`src/rtl/ctrl_mc.sv`:
```
`default_nettype none
// +--------------------------------------------------------------------------+
// | Module      : ctrl_mc                                                    |
// | Description : Multi-cycle instruction controller. Steps each instruction |
// |               through FETCH -> EXEC -> (MEMWAIT -> WB) and decodes the   |
// |               datapath strobes from the registered state and IR.         |
// | Ports       : Clk, Reset (sync, active-high), Start/Ack run handshake,   |
// |               Instruction (ROM word), BranchCond (ALU flag),             |
// |               IRWrite/PCEn/WriteR0/GenRegWrite/WriteMem/MemRead/         |
// |               MemToReg/LUTsignal/Branch strobes, Illegal pulse, Busy,    |
// |               InstCount (saturating retired-instruction counter).        |
// | Revision    : 1.0 - initial release                                      |
// +--------------------------------------------------------------------------+
module ctrl_mc #(
    parameter int IW      = 9,
    parameter int MEM_LAT = 1,
    parameter int CNT_W   = 16
) (
    input  logic             Clk,
    input  logic             Reset,
    input  logic             Start,
    input  logic [IW-1:0]    Instruction,
    input  logic             BranchCond,
    output logic             IRWrite,
    output logic             PCEn,
    output logic             WriteR0,
    output logic             GenRegWrite,
    output logic             WriteMem,
    output logic             MemRead,
    output logic             MemToReg,
    output logic             LUTsignal,
    output logic             Branch,
    output logic             Illegal,
    output logic             Busy,
    output logic             Ack,
    output logic [CNT_W-1:0] InstCount
);

    localparam logic [2:0] c_IDLE    = 3'd0;
    localparam logic [2:0] c_FETCH   = 3'd1;
    localparam logic [2:0] c_EXEC    = 3'd2;
    localparam logic [2:0] c_MEMWAIT = 3'd3;
    localparam logic [2:0] c_WB      = 3'd4;
    localparam logic [2:0] c_DONE    = 3'd5;

    // Wide enough for MEM_LAT up to 8.
    localparam logic [3:0] c_WAIT_INIT = 4'(MEM_LAT - 1);

    logic [2:0]       r_state;
    logic [2:0]       w_next;
    logic [IW-1:0]    r_ir;
    logic [3:0]       r_wait;
    logic [CNT_W-1:0] r_count;

    // Instruction fields, taken from the top of the IR.
    logic       w_msb;
    logic [3:0] w_rop;
    logic [2:0] w_iop;
    logic       w_halt;

    assign w_msb  = r_ir[IW-1];
    assign w_rop  = r_ir[IW-2 -: 4];
    assign w_iop  = r_ir[IW-2 -: 3];
    assign w_halt = &r_ir;

    // Instruction class decode.
    logic w_load, w_alu, w_lut, w_mvfr, w_str, w_btru, w_b, w_ill;

    always_comb begin
        w_load = 1'b0;
        w_alu  = 1'b0;
        w_lut  = 1'b0;
        w_mvfr = 1'b0;
        w_str  = 1'b0;
        w_btru = 1'b0;
        w_b    = 1'b0;
        w_ill  = 1'b0;
        if (w_halt) begin
            // Halt shares the I-type 3'd7 slot; it must not flag Illegal.
        end else if (!w_msb) begin
            case (w_rop)
                4'd1:        w_load = 1'b1;
                4'd2:        w_mvfr = 1'b1;
                4'd8:        w_str  = 1'b1;
                4'd11:       w_btru = 1'b1;
                4'd14, 4'd15: w_ill = 1'b1;
                default:     w_alu  = 1'b1;
            endcase
        end else begin
            case (w_iop)
                3'd0:        w_lut  = 1'b1;
                3'd3:        w_b    = 1'b1;
                3'd6, 3'd7:  w_ill  = 1'b1;
                default:     w_alu  = 1'b1;
            endcase
        end
    end

    // Output decode. Reset forces every output low in the same cycle so an
    // aborted load emits no strobe.
    logic w_pcen;

    always_comb begin
        IRWrite     = 1'b0;
        w_pcen      = 1'b0;
        WriteR0     = 1'b0;
        GenRegWrite = 1'b0;
        WriteMem    = 1'b0;
        MemRead     = 1'b0;
        MemToReg    = 1'b0;
        LUTsignal   = 1'b0;
        Branch      = 1'b0;
        Illegal     = 1'b0;
        Busy        = 1'b0;
        Ack         = 1'b0;
        if (!Reset) begin
            case (r_state)
                c_FETCH: begin
                    IRWrite = 1'b1;
                    Busy    = 1'b1;
                end
                c_EXEC: begin
                    Busy        = 1'b1;
                    MemRead     = w_load;
                    WriteR0     = w_alu | w_lut;
                    LUTsignal   = w_lut;
                    GenRegWrite = w_mvfr;
                    WriteMem    = w_str;
                    Branch      = w_b | (w_btru & BranchCond);
                    Illegal     = w_ill;
                    w_pcen      = !w_halt && !w_load;
                end
                c_MEMWAIT: begin
                    Busy    = 1'b1;
                    MemRead = 1'b1;
                end
                c_WB: begin
                    Busy     = 1'b1;
                    MemRead  = 1'b1;
                    MemToReg = 1'b1;
                    WriteR0  = 1'b1;
                    w_pcen   = 1'b1;
                end
                c_DONE: begin
                    Ack = 1'b1;
                end
                default: begin
                end
            endcase
        end
    end

    assign PCEn      = w_pcen;
    assign InstCount = r_count;

    // Next-state logic.
    always_comb begin
        w_next = r_state;
        case (r_state)
            c_IDLE, c_DONE: if (Start) w_next = c_FETCH;
            c_FETCH:        w_next = c_EXEC;
            c_EXEC: begin
                if (w_halt)      w_next = c_DONE;
                else if (w_load) w_next = c_MEMWAIT;
                else             w_next = c_FETCH;
            end
            c_MEMWAIT:      if (r_wait == 4'd0) w_next = c_WB;
            c_WB:           w_next = c_FETCH;
            default:        w_next = c_IDLE;
        endcase
    end

    always_ff @(posedge Clk) begin
        if (Reset) begin
            r_state <= c_IDLE;
            r_ir    <= '0;
            r_wait  <= 4'd0;
            r_count <= '0;
        end else begin
            r_state <= w_next;
            if (r_state == c_FETCH) begin
                r_ir <= Instruction;
            end
            if (r_state == c_EXEC && w_load) begin
                r_wait <= c_WAIT_INIT;
            end else if (r_state == c_MEMWAIT && r_wait != 4'd0) begin
                r_wait <= r_wait - 4'd1;
            end
            // Saturating count of retired instructions.
            if (w_pcen && r_count != {CNT_W{1'b1}}) begin
                r_count <= r_count + 1'b1;
            end
        end
    end

endmodule
`default_nettype wire

```
`config.mk`:
```
export PLATFORM = sky130hd
export DESIGN_NAME = ctrl_mc
export DESIGN_NICKNAME = d
export VERILOG_FILES = /design/src/rtl/ctrl_mc.sv
export SDC_FILE = /design/constraint.sdc
export NUM_CORES = 1
export LEC_CHECK = 0
export BUFFER_PORTS_ARGS = -buffer_cell sky130_fd_sc_hd__buf_4
export CORE_MARGIN = 1
export CORE_UTILIZATION = 58
export CTS_CLUSTER_SIZE = 20
export DETAILED_ROUTE_END_ITERATION = 7
export HOLD_SLACK_MARGIN = 0.1
export PLACE_DENSITY = 0.83
export SYNTH_ARGS = -nofsm -noshare
export SYNTH_HDL_FRONTEND = slang
export SYNTH_SLANG_ARGS = --single-unit
```
`constraint.sdc`:
```
create_clock -name Clk -period 3.3 [get_ports Clk]
set_input_delay 0.495 -clock Clk [delete_from_list [all_inputs] [get_ports Clk]]
set_output_delay 0.495 -clock Clk [all_outputs]
set_load 0.02 [all_outputs]
```
==> impl_metrics.py <==
metrics = {
    "sta": {
        "worst_pin_slew_ns": 0.413,
        "max_freq_ghz": 0.387,
        "final-hold-violation-count": 0,
        "finalSetupTns_ns": 0,
        "timing.clock.skew_ns": 0.0146,
        "fin_crit_ns": 2.58,
        "post-route-period-util": 0.783,
        "setup_repair_after_global_routing_missed_its_margin": "no",
        "slew_headroom": 0.724,
        "setup_viol_count_final": 0,
        "timing_max_transition_violations_final": 0,
        "hold-worst-slack_ns": 0.392,
    },
    "cells_and_area": {
        "fin_nets": 267,
        "sequential_cell_area_um2": 641,
        "multi_input_logic_area_um2": 1040,
        "stdcell_count": 284,
        "n_antenna_cell": 0,
        "final_layout_size_suffix_gt1_frac": 0.237,
        "num-fill-cells": 216,
        "synthesis_to_layout_area_growth_pct": 18.6,
    },
    "cts": {
        "cts_post_setup_buffers_inserted": 0,
        "tritoncts": "yes",
        "cts_resized": 0,
        "clkTransAtPathRegs_ns": 0.11,
        "cts-buffers-inserted": 5,
        "clock-sinks": 32,
        "cts_max_level": 2,
        "insertion_delay_ns": 0.34,
        "holdBufCountCts": 0,
        "cts-root-to-sink-buffers": 2,
        "clockRootBuffer": "sky130_fd_sc_hd__clkbuf_4",
    },
    "placed_design": {
        "placedCellCount": 276,
        "dpl.hpwl_um": 2970,
        "place.port_buffers": 40,
        "place_congestion": 0.797,
    },
    "global_route": {
        "grt_pass1_wl_um": 6830,
        "grt_overflow": 0,
        "grt_pass1_vias": 1554,
        "grt_antenna_before_repair": 0,
        "grt_start_max_net_pins": 32,
        "globalRouteTotalUtil": 0.262,
    },
    "pwr": {
        "clock_power_share": 0.348,
        "power_dens_cells_nw_per_um2": 390,
        "ir_worst_vdd_mv": 0.262,
        "power_switching_share": 0.265,
        "power.switching_uw": 223,
        "leakage_nw": 0.874,
        "seqPwrFrac": 0.505,
        "share_comb_of_total_power": 0.147,
        "power_report.internal_total_uw": 618,
    },
    "floorplan": {
        "dieHeight_um": 58.0,
        "fp.dieW_um": 58.0,
        "io_pins": 41,
        "initial_core_util": 0.638,
        "row_count": 19,
        "floorplan.die_area_um2": 3360,
        "design.core.area_um2": 2850,
    },
    "route": {
        "initialDrtViolationCount": 109,
        "num_vias": 1739,
        "finalWirelength_um": 4070,
        "drtPass1Iterations": 6,
        "ant_nets": 0,
        "drcViolationCount": 3,
        "routedWlPerCell_um": 14.3,
        "vias_per_cell": 6.12,
    },
    "logic_synthesis": {
        "synthesized_nets": 232,
        "synth_enable_flop_cells": 0,
        "share_of_synthesized_area_occupied_by_flip_flops_and_latches": 0.352,
        "postSynthCellCount": 217,
        "postSynth.asyncResetShare": 0,
        "post_synth_num_cell_types": 53,
        "yosysMostFrequentCell": "sky130_fd_sc_hd__dfxtp_1",
        "synthDominantCellAreaShare": 0.352,
        "post_synth_most_frequent_cells": "sky130_fd_sc_hd__dfxtp_1 (32), sky130_fd_sc_hd__nor2_1 (26), sky130_fd_sc_hd__nand2_1 (13)",
        "yosys_warnings": 0,
        "dominantRegCellSynth": "sky130_fd_sc_hd__dfxtp_1",
        "synth.cell_area_um2": 1820,
        "ys_ff_latch": 32,
        "yosys.area.top_type": "sky130_fd_sc_hd__dfxtp_1",
        "mean_syn_cell_area_um2": 8.38,
        "cell_types_with_the_largest_area_share_after_synthesis": "sky130_fd_sc_hd__dfxtp_1 (35%), sky130_fd_sc_hd__nor2_1 (5.4%), sky130_fd_sc_hd__mux2i_1 (4.4%)",
    },
    "critical_path": {
        "critical_path.endpoint_type": "output pin",
        "path_class": "flip-flop to output pin",
        "rr_startpoint": "r_ir[4]",
        "largest_fanout_of_any_net_on_the_critical_path": 10,
        "timing.critical_path.arrival_ns": 2.09,
        "worst-endpoint-required_ns": 2.80,
        "crit_path_start": "r_ir[4]",
        "startpoint_type": "flip-flop",
        "worst_r2r_path_depth": 6,
    },
    "worst_hold_path": {
        "min_path_cells": 3,
        "worstHoldPathType": "input port to flip-flop",
        "min_from": "Instruction[0]",
    },
    "outcome": {
        "status": "finished with violations",
        "failed_checks": "design-rule violations",
    },
    "job": {
        "max_cap_viol_count": 0,
    },
}
final cells by class:
cell class,instances,share of cell area
Clock buffer,6,0.0191
Clock inverter,2,0.0162
Inverter,12,0.0209
Multi-Input combinational cell,159,0.483
Sequential cell,32,0.297
Tap cell,31,0.0180
Timing Repair Buffer,42,0.146
logic make-up (layout without fill, tap and decap cells):
group | count (synthesis) | count (layout) | share of synthesized area
simple gates | 94 | 94 | 0.290
xor+xnor | 6 | 6 | 0.0289
buf+inv | 26 | 62 | 0.0756
fa+ha+maj | 2 | 2 | 0.0138
compound gates | 44 | 44 | 0.165
flops | 32 | 32 | 0.352
mux | 13 | 13 | 0.0750
registers in the layout, summed over array words and instances (netlist names):
register and cells:
r_wait 4, r_ir 9, InstCount 16, r_state 3
stage by stage:
step | area [µm²] | worst slack, ns | power, mW | util
after floorplan | 1820 | 1.25 | 0.526 | -
after global placement | 2080 | 1.01 | 0.549 | 0.729
after detailed placement | 2080 | 0.953 | 0.555 | 0.729
after CTS | 2160 | 0.755 | 0.844 | 0.756
after global routing | 2160 | 0.553 | 0.879 | 0.756
final | 2160 | 0.717 | 0.841 | 0.756
placed cells by master, fill, tap and decap left out, types with 8 or more instances in the layout:
cell                       n
sky130_fd_sc_hd__nor3_1    8
sky130_fd_sc_hd__o21ai_0   8
sky130_fd_sc_hd__a21oi_1  12
sky130_fd_sc_hd__nand2_1  13
sky130_fd_sc_hd__nand3_1   9
sky130_fd_sc_hd__dfxtp_1  32
sky130_fd_sc_hd__buf_4    42
sky130_fd_sc_hd__mux2i_1   8
sky130_fd_sc_hd__nor2_1   26
sky130_fd_sc_hd__inv_1    11
metal layers:
layer,wire [µm],track usage,vias to the layer above
met1,1860,0.323,806
li1,-,-,865
met2,1910,0.438,57
met3,195,0.0536,11
met4,98,0.119,0
met5,0,0,-
power groups by stage:
| stage | logic, mW | registers (mW) | clock network (mW) |
|---|---|---|---|
| final | 0.123 | 0.425 | 0.293 |
| after global placement | 0.118 | 0.432 | 0 |
| after detailed placement | 0.123 | 0.433 | 0 |
| after CTS | 0.124 | 0.424 | 0.296 |
| after floorplan | 0.109 | 0.417 | 0 |
| after global routing | 0.136 | 0.428 | 0.315 |
worst paths after layout:
kind,endpoint,slack [ns]
setup / recovery,PCEn,0.72
setup reg to reg,InstCount[11],1.02
hold / removal,r_ir[0],0.39
hold reg to reg,r_ir[1],0.51
critical path, cell delays in order, from the launching register on:
cell and delay (ns):
sky130_fd_sc_hd__dfxtp_1 0.53, sky130_fd_sc_hd__nand4_1 0.14, sky130_fd_sc_hd__nor3_1 0.36, sky130_fd_sc_hd__o31a_1 0.43, sky130_fd_sc_hd__inv_2 0.10, sky130_fd_sc_hd__buf_4 0.17
Note: power is estimated with default switching activity, not from simulation.
